===== config.mk =====
export PLATFORM = sky130hd
export DESIGN_NAME = cpu_bus_arbiter
export DESIGN_NICKNAME = d
export VERILOG_FILES = /design/src/rtl/cpu_bus_arbiter.sv
export SDC_FILE = /design/constraint.sdc
export NUM_CORES = 1
export LEC_CHECK = 0
export CAP_MARGIN = 40
export CORE_MARGIN = 4
export CORE_UTILIZATION = 57
export CTS_BUF_LIST = sky130_fd_sc_hd__clkbuf_4 sky130_fd_sc_hd__clkbuf_8
export CTS_CLUSTER_DIAMETER = 120
export DETAILED_ROUTE_END_ITERATION = 16
export DONT_BUFFER_PORTS = 1
export GPL_TIMING_DRIVEN = 1
export PLACE_DENSITY = 0.68
export SYNTH_ARGS = -nofsm -noshare
export SYNTH_HDL_FRONTEND = slang
export SYNTH_SLANG_ARGS = --single-unit

===== constraint.sdc =====
create_clock -name MCLK -period 2 [get_ports MCLK]
set_clock_uncertainty 0.05 [all_clocks]
set_input_delay 0.3 -clock MCLK [delete_from_list [all_inputs] [get_ports MCLK]]
set_output_delay 0.3 -clock MCLK [all_outputs]
set_load 0.1 [all_outputs]

===== src/rtl/cpu_bus_arbiter.sv =====
// CPU read-data arbiter: priority mux over NCH sources with an open-bus
// latch, open-bus hit pulse and sticky multi-select conflict tracking.
module cpu_bus_arbiter #(
   parameter int         NCH           = 2,
   parameter int         OPEN_BUS      = 1,
   parameter int         DEFAULT_CH    = 0,
   parameter logic [7:0] OPEN_BUS_INIT = 8'hFF
) (
   input  logic             MCLK,
   input  logic             RESET,
   input  logic             SYSCLKF_CE,
   input  logic             CPURD_N,
   input  logic             CPUWR_N,
   input  logic [7:0]       CPU_DO,
   input  logic [NCH-1:0]   CH_SEL,
   input  logic [NCH*8-1:0] CH_DO,
   input  logic [NCH-1:0]   CH_EN,
   input  logic             CONFLICT_CLR,
   output logic [7:0]       DI,
   output logic [3:0]       DI_SRC,
   output logic             OPEN_BUS_HIT,
   output logic             CONFLICT,
   output logic [7:0]       CONFLICT_CNT,
   output logic [NCH-1:0]   CONFLICT_MASK
);

   localparam bit OB = (OPEN_BUS != 0);

   logic [NCH-1:0] eff;
   logic [3:0]     win;
   logic [7:0]     win_do;
   logic [7:0]     ob_q;
   logic           any;
   logic           multi;
   logic           rd_cycle;
   logic           evt;

   assign eff      = CH_SEL & CH_EN;
   assign any      = |eff;
   // clearing the lowest set bit leaves something only if two or more were set
   assign multi    = |(eff & (eff - 1'b1));
   assign rd_cycle = SYSCLKF_CE & ~CPURD_N;
   assign evt      = rd_cycle & multi;

   // scan downward so the lowest set index wins
   always_comb begin
      win    = '0;
      win_do = '0;
      for (int i = NCH - 1; i >= 0; i--) begin
         if (eff[i]) begin
            win    = 4'(i);
            win_do = CH_DO[i*8 +: 8];
         end
      end
   end

   always_comb begin
      DI     = '0;
      DI_SRC = 4'(NCH);
      if (any) begin
         DI     = win_do;
         DI_SRC = win;
      end else if (OB) begin
         DI = ob_q;
      end else begin
         DI = CH_DO[DEFAULT_CH*8 +: 8];
      end
   end

   always_ff @(posedge MCLK) begin
      if (RESET) begin
         ob_q         <= OPEN_BUS_INIT;
         OPEN_BUS_HIT <= 1'b0;
      end else begin
         OPEN_BUS_HIT <= rd_cycle & ~any & OB;
         if (SYSCLKF_CE) begin
            if (!CPUWR_N)      ob_q <= CPU_DO;
            else if (!CPURD_N) ob_q <= DI;
         end
      end
   end

   always_ff @(posedge MCLK) begin
      if (RESET) begin
         CONFLICT      <= 1'b0;
         CONFLICT_CNT  <= '0;
         CONFLICT_MASK <= '0;
      end else if (CONFLICT_CLR) begin
         CONFLICT      <= evt;
         CONFLICT_CNT  <= evt ? 8'd1 : 8'd0;
         CONFLICT_MASK <= evt ? eff : '0;
      end else if (evt) begin
         CONFLICT <= 1'b1;
         if (CONFLICT_CNT != 8'hFF) CONFLICT_CNT <= CONFLICT_CNT + 8'd1;
         if (!CONFLICT) CONFLICT_MASK <= eff;
      end
   end

endmodule


; ---- Yosys cells after proc, flatten, opt, wreduce, memory -nomap -nowiden
; Cells that the tools add are included.
[totals]
ff_bits = 20
latchBits = 0
ram_bits = 0
mem_bits_ro = 0
inputBits = 34
wordCells = 42
n_memories = 0
[op_classes]
n_addsub = 2
n_mul = 0
n_div = 0
n_lt_le_gt_ge = 0
eq_ne = 3
shift = 0
n_mux = 18
bitwise = 7
reduce_logical = 7
[ops]
columns = operator, count
row1 = 8-bit 2-to-1 mux, 8
row2 = 8-bit by 1-bit adder with 8-bit output (second input constant), 1
row3 = 2-bit 2-to-1 mux, 4
row4 = 8-bit inequality test (second input constant), 1
row5 = 2-bit AND reduction, 3
row6 = 1-bit 2-to-1 mux, 5
row7 = 2-bit AND, 2
row8 = 4-bit 2-to-1 mux, 1
row9 = 2-bit inequality test (second input constant), 2
row10 = 2-bit nonzero test, 2
row11 = 2-bit OR reduction, 2
row12 = 1-bit AND, 3
row13 = 1-bit NOT, 2
row14 = 2-bit by 1-bit subtractor with 2-bit output (second input constant), 1

; ---- Logic depth before layout (Yosys ltp)
[depth]
word_depth = 7
depth_mapped = 6

; ---- Least setup slack after synthesis
; OpenSTA, ideal clock, no wires.
[synth_path]
path_kind = input to output
from = input port CH_SEL[0]
to = output port DI[6]
arrival_time_ns = 3.068
required_time_ns = 1.650
path_slack_ns = -1.418
stages = 5
n_path_buf = 3
path_cell_list = and2_1 -> buf_2 -> buf_2 -> clkbuf_1 -> o21ai_0
[synth_via]
elab_chain_len = 3
[synth_rtl]
columns = item, line_no
row1 = start: declaration, 15  ; input logic [NCH-1:0] CH_SEL,
row2 = 2-bit AND *, 38  ; assign eff = CH_SEL & CH_EN;
row3 = 8-bit 2-to-1 mux / 2-bit OR reduction (equally long branches), "50, 39"
row4 = 8-bit 2-to-1 mux *, 60  ; if (any) begin
row5 = end: declaration, 19  ; output logic [7:0] DI,
; Every way passes the cells marked *; elsewhere a longest branch is shown, timed or not.

; ---- Final worst setup path
[layout_path]
from = register CONFLICT_CNT[0]
to = register CONFLICT_CNT[5]
[layout_via]
elab_chain_len = 4
[layout_rtl]
columns = item, line_no
row1 = start: declaration, 23  ; output logic [7:0] CONFLICT_CNT,
row2 = start signal: assignment, 90  ; CONFLICT_CNT <= evt ? 8'd1 : 8'd0;
row3 = start signal: assignment, 94  ; if (CONFLICT_CNT != 8'hFF) CONFLICT_CNT <= CONFLICT_CNT + 8'd1;
row4 = 8-bit by 1-bit adder with 8-bit output, 94
row5 = 8-bit 2-to-1 mux, 94
row6 = 8-bit 2-to-1 mux, 92  ; end else if (evt) begin
row7 = 8-bit 2-to-1 mux, 88  ; end else if (CONFLICT_CLR) begin
; Parallel ways exist; a longest one is shown, timed or not. The select of a mux whose other input is x is not followed.
; A chain may end at the register's enable or synchronous reset.

==> impl_metrics.tcl <==
set metrics [dict create \
    outcome "completed" \
    grt_use_met3 0.09141 \
    core_area_um2 1982 \
    finalCoreUtilization 0.7910 \
    vias 1232 \
    worst-setup-path-type "reg -> reg" \
    clk_latency_ns 0.30 \
    r2r_end "CONFLICT_CNT[5]" \
    stdcell_count 198 \
    placed_area_um2 1535 \
    synth_area_leaders "dfxtp_1 (34%), o21ai_0 (11%), mux2i_1 (7.5%), o22a_1 (5.9%), a21oi_1 (5.0%)" \
    portBuffers 0 \
    root_buffer "clkbuf_4" \
    dp_hpwl_um 2456 \
    yosysTopAreaCell "dfxtp_1" \
    num-fill-cells 153 \
    postRouteAntennaNets 0 \
    drc 0 \
    synth-edff-count 0 \
    ys_ff_latch 20 \
    h-tree-depth 1 \
    grt_max_degree 28 \
    avgSynthCellArea_um2 7.913 \
    cts_resized 0 \
    setup_viol 0 \
    post-route-period-util 0.8857 \
    async_flop_share 0 \
    whs_endpoint "CONFLICT_MASK[0]" \
    power_density_nw_per_um2 638.0 \
    clkSinkCount 20 \
    critPathCaptureType "flop" \
    die_x_um 53.79 \
    area_growth_pct 31.20 \
    cts_max_path_buffers 2 \
    use_met2 0.3931 \
    cts_setup_buffers 0 \
    diodes 0 \
    met1_usage 0.2951 \
    start_util 0.6029 \
    synth_ff_type "dfxtp_1" \
    die_h_um 53.79 \
    vdd_drop_max_v 0.0005475 \
    gp_congestion 0.8601 \
    placed_cells 194 \
    vias_per_cell 6.222 \
    fin_crit_ns 1.771 \
    grt_usage 0.2360 \
    cts_buffers 3 \
    cp_data_required_time_ns 2.19 \
    worstPathArrival_ns 1.96 \
    busiest_layer "met2" \
    yosys_warnings 0 \
    synth_cell_types 37 \
    nNetsFinal 208 \
    stdcell_area_um2 1568 \
    hold_violations 0 \
    synthTopCellsByCount "o21ai_0 (26), dfxtp_1 (20), a21oi_1 (12), nand3_1 (12), nand2_1 (10)" \
    grt_antenna_before_repair 0 \
    dieArea_um2 2893 \
    leakagePower_nw 0.6500 \
    cts_tree "done" \
    wl_per_cell_um 16.03 \
    path_max_fanout 8 \
    maxCapViolCount 0 \
    rsz0062_at_grt "no" \
    cp_slowest_stage_delay_ns 0.39 \
    synth-seq-area-share 0.3351 \
    drt_iter0_markers 35 \
    reg2reg_depth 5 \
    cts_hold_buffers 0 \
    syn_inst 151 \
    hold_depth 1 \
    synth_area_um2 1195 \
    slowest_stage "a211o_1" \
    yosysMostFrequentCell "o21ai_0" \
    grt_pass1_vias 1160 \
    grt_pass1_wl_um 5106 \
    timing.fmax_mhz 564.5 \
    rows 16 \
    min_from "RESET" \
    hold_class "in -> reg" \
    overflow 0 \
    cp_cell_sequence "ha_1 -> and3_4 -> a211o_1 -> or3_1 -> a21oi_1" \
    slew_viol_final 0 \
    pin_count 58 \
    startpoint_type "flop" \
    synth_top_area_share 0.3351 \
    routed_wl_um 3174 \
    drive_gt1_frac 0.2632 \
    cts.clk_slew.worst_paths_ns 0.10 \
    r2r_slack_ns 0.23 \
    drtPass1Iterations 6 \
    worstReg2RegStart "CONFLICT_CNT[0]" \
]
[kinds of logic after synthesis]
| logic type | after synthesis | share of synthesized area |
|---|---|---|
| AOI/OAI and AO/OA | 52 | 0.2618 |
| other | 1 | 0.003138 |
| muxes | 9 | 0.07540 |
| DFF | 20 | 0.3351 |
| and+or+nand+nor | 51 | 0.2513 |
| adders and majority gates | 1 | 0.01047 |
| buffers and inverters | 17 | 0.06282 |
[state kept, by name, summed over array words and instances, names as in the netlist]
name           flops
CONFLICT           1
ob_q               8
OPEN_BUS_HIT       1
CONFLICT_CNT       8
CONFLICT_MASK      2
[power by group]
| part | leakage, nW | switching, W | internal (W) |
|---|---|---|---|
| sequential | 0.164 | 0.00000670 | 0.000412 |
| clock | 0.0138 | 0.000117 | 0.0000703 |
| combinational | 0.472 | 0.000263 | 0.000132 |
[per-layer routing]
metal | part of all wire | up-vias | wire length, um
met3 | 0.11 | 2 | 341
met5 | 0 | - | 0
met2 | 0.48 | 70 | 1509
li1 | - | 589 | -
met4 | 0.0028 | 0 | 9
met1 | 0.41 | 571 | 1314
[layout by cell type (no fill, tap or decap), types with 2 or more instances in the layout]
cell and instances:
buf_4 15, nand2_1 10, a21oi_1 11, conb_1 2
nand3_1 12, inv_1 7, nor2_1 4, dfxtp_1 18
buf_12 10, clkbuf_4 3, o21ai_0 18, or3_1 3
dfxtp_2 2, o21ai_2 8, nor3_1 2, nand2b_1 6
mux2i_1 9, o22a_1 8
[through the flow]
step | hold slack, ns | TNS (ns) | total power (W) | worst slack (ns)
global route | 0.003546 | 0 | 0.001035 | 0.1386
floorplan | 0.3117 | -3.572 | 0.0007001 | -0.4684
finish | 0.01642 | 0 | 0.001000 | 0.2286
global placement | 0.3211 | 0 | 0.0008157 | 0.3372
detailed placement | 0.3228 | 0 | 0.0008212 | 0.2777
CTS | 0.004873 | 0 | 0.0009990 | 0.2493
[layout make-up]
type,instances,area [um2],share of cell area
clock buffers,3,22.52,0.01437
repair buffers,26,322.8,0.2059
flip-flops and latches,20,402.9,0.2570
inverters,7,26.28,0.01676
multi-input cells,115,759.5,0.4844
well taps,27,33.78,0.02155
[worst max-delay path by stage]
stage / startpoint / to / slack (ns) / cells past startpoint
2_1_floorplan: CH_SEL[0] / DI[0] / -0.47 / 4
6_report: CONFLICT_CNT[0] / CONFLICT_CNT[5] / 0.23 / 5
5_1_grt: CONFLICT_CNT[0] / CONFLICT_CNT[5] / 0.14 / 5
3_5_place_dp: CONFLICT_CNT[0] / CONFLICT_CNT[5] / 0.28 / 5
3_3_place_gp: CONFLICT_CNT[0] / CONFLICT_CNT[5] / 0.34 / 5
4_1_cts: CONFLICT_CNT[0] / CONFLICT_CNT[5] / 0.25 / 5
[worst max-delay path, delay by kind of cell, from the launching register on]
family | cells | cell delay [ns]
flops | 1 | 0.33
simple gates | 2 | 0.58
compound gates | 2 | 0.54
fa+ha+maj | 1 | 0.20
(Power assumes the default switching activity.)
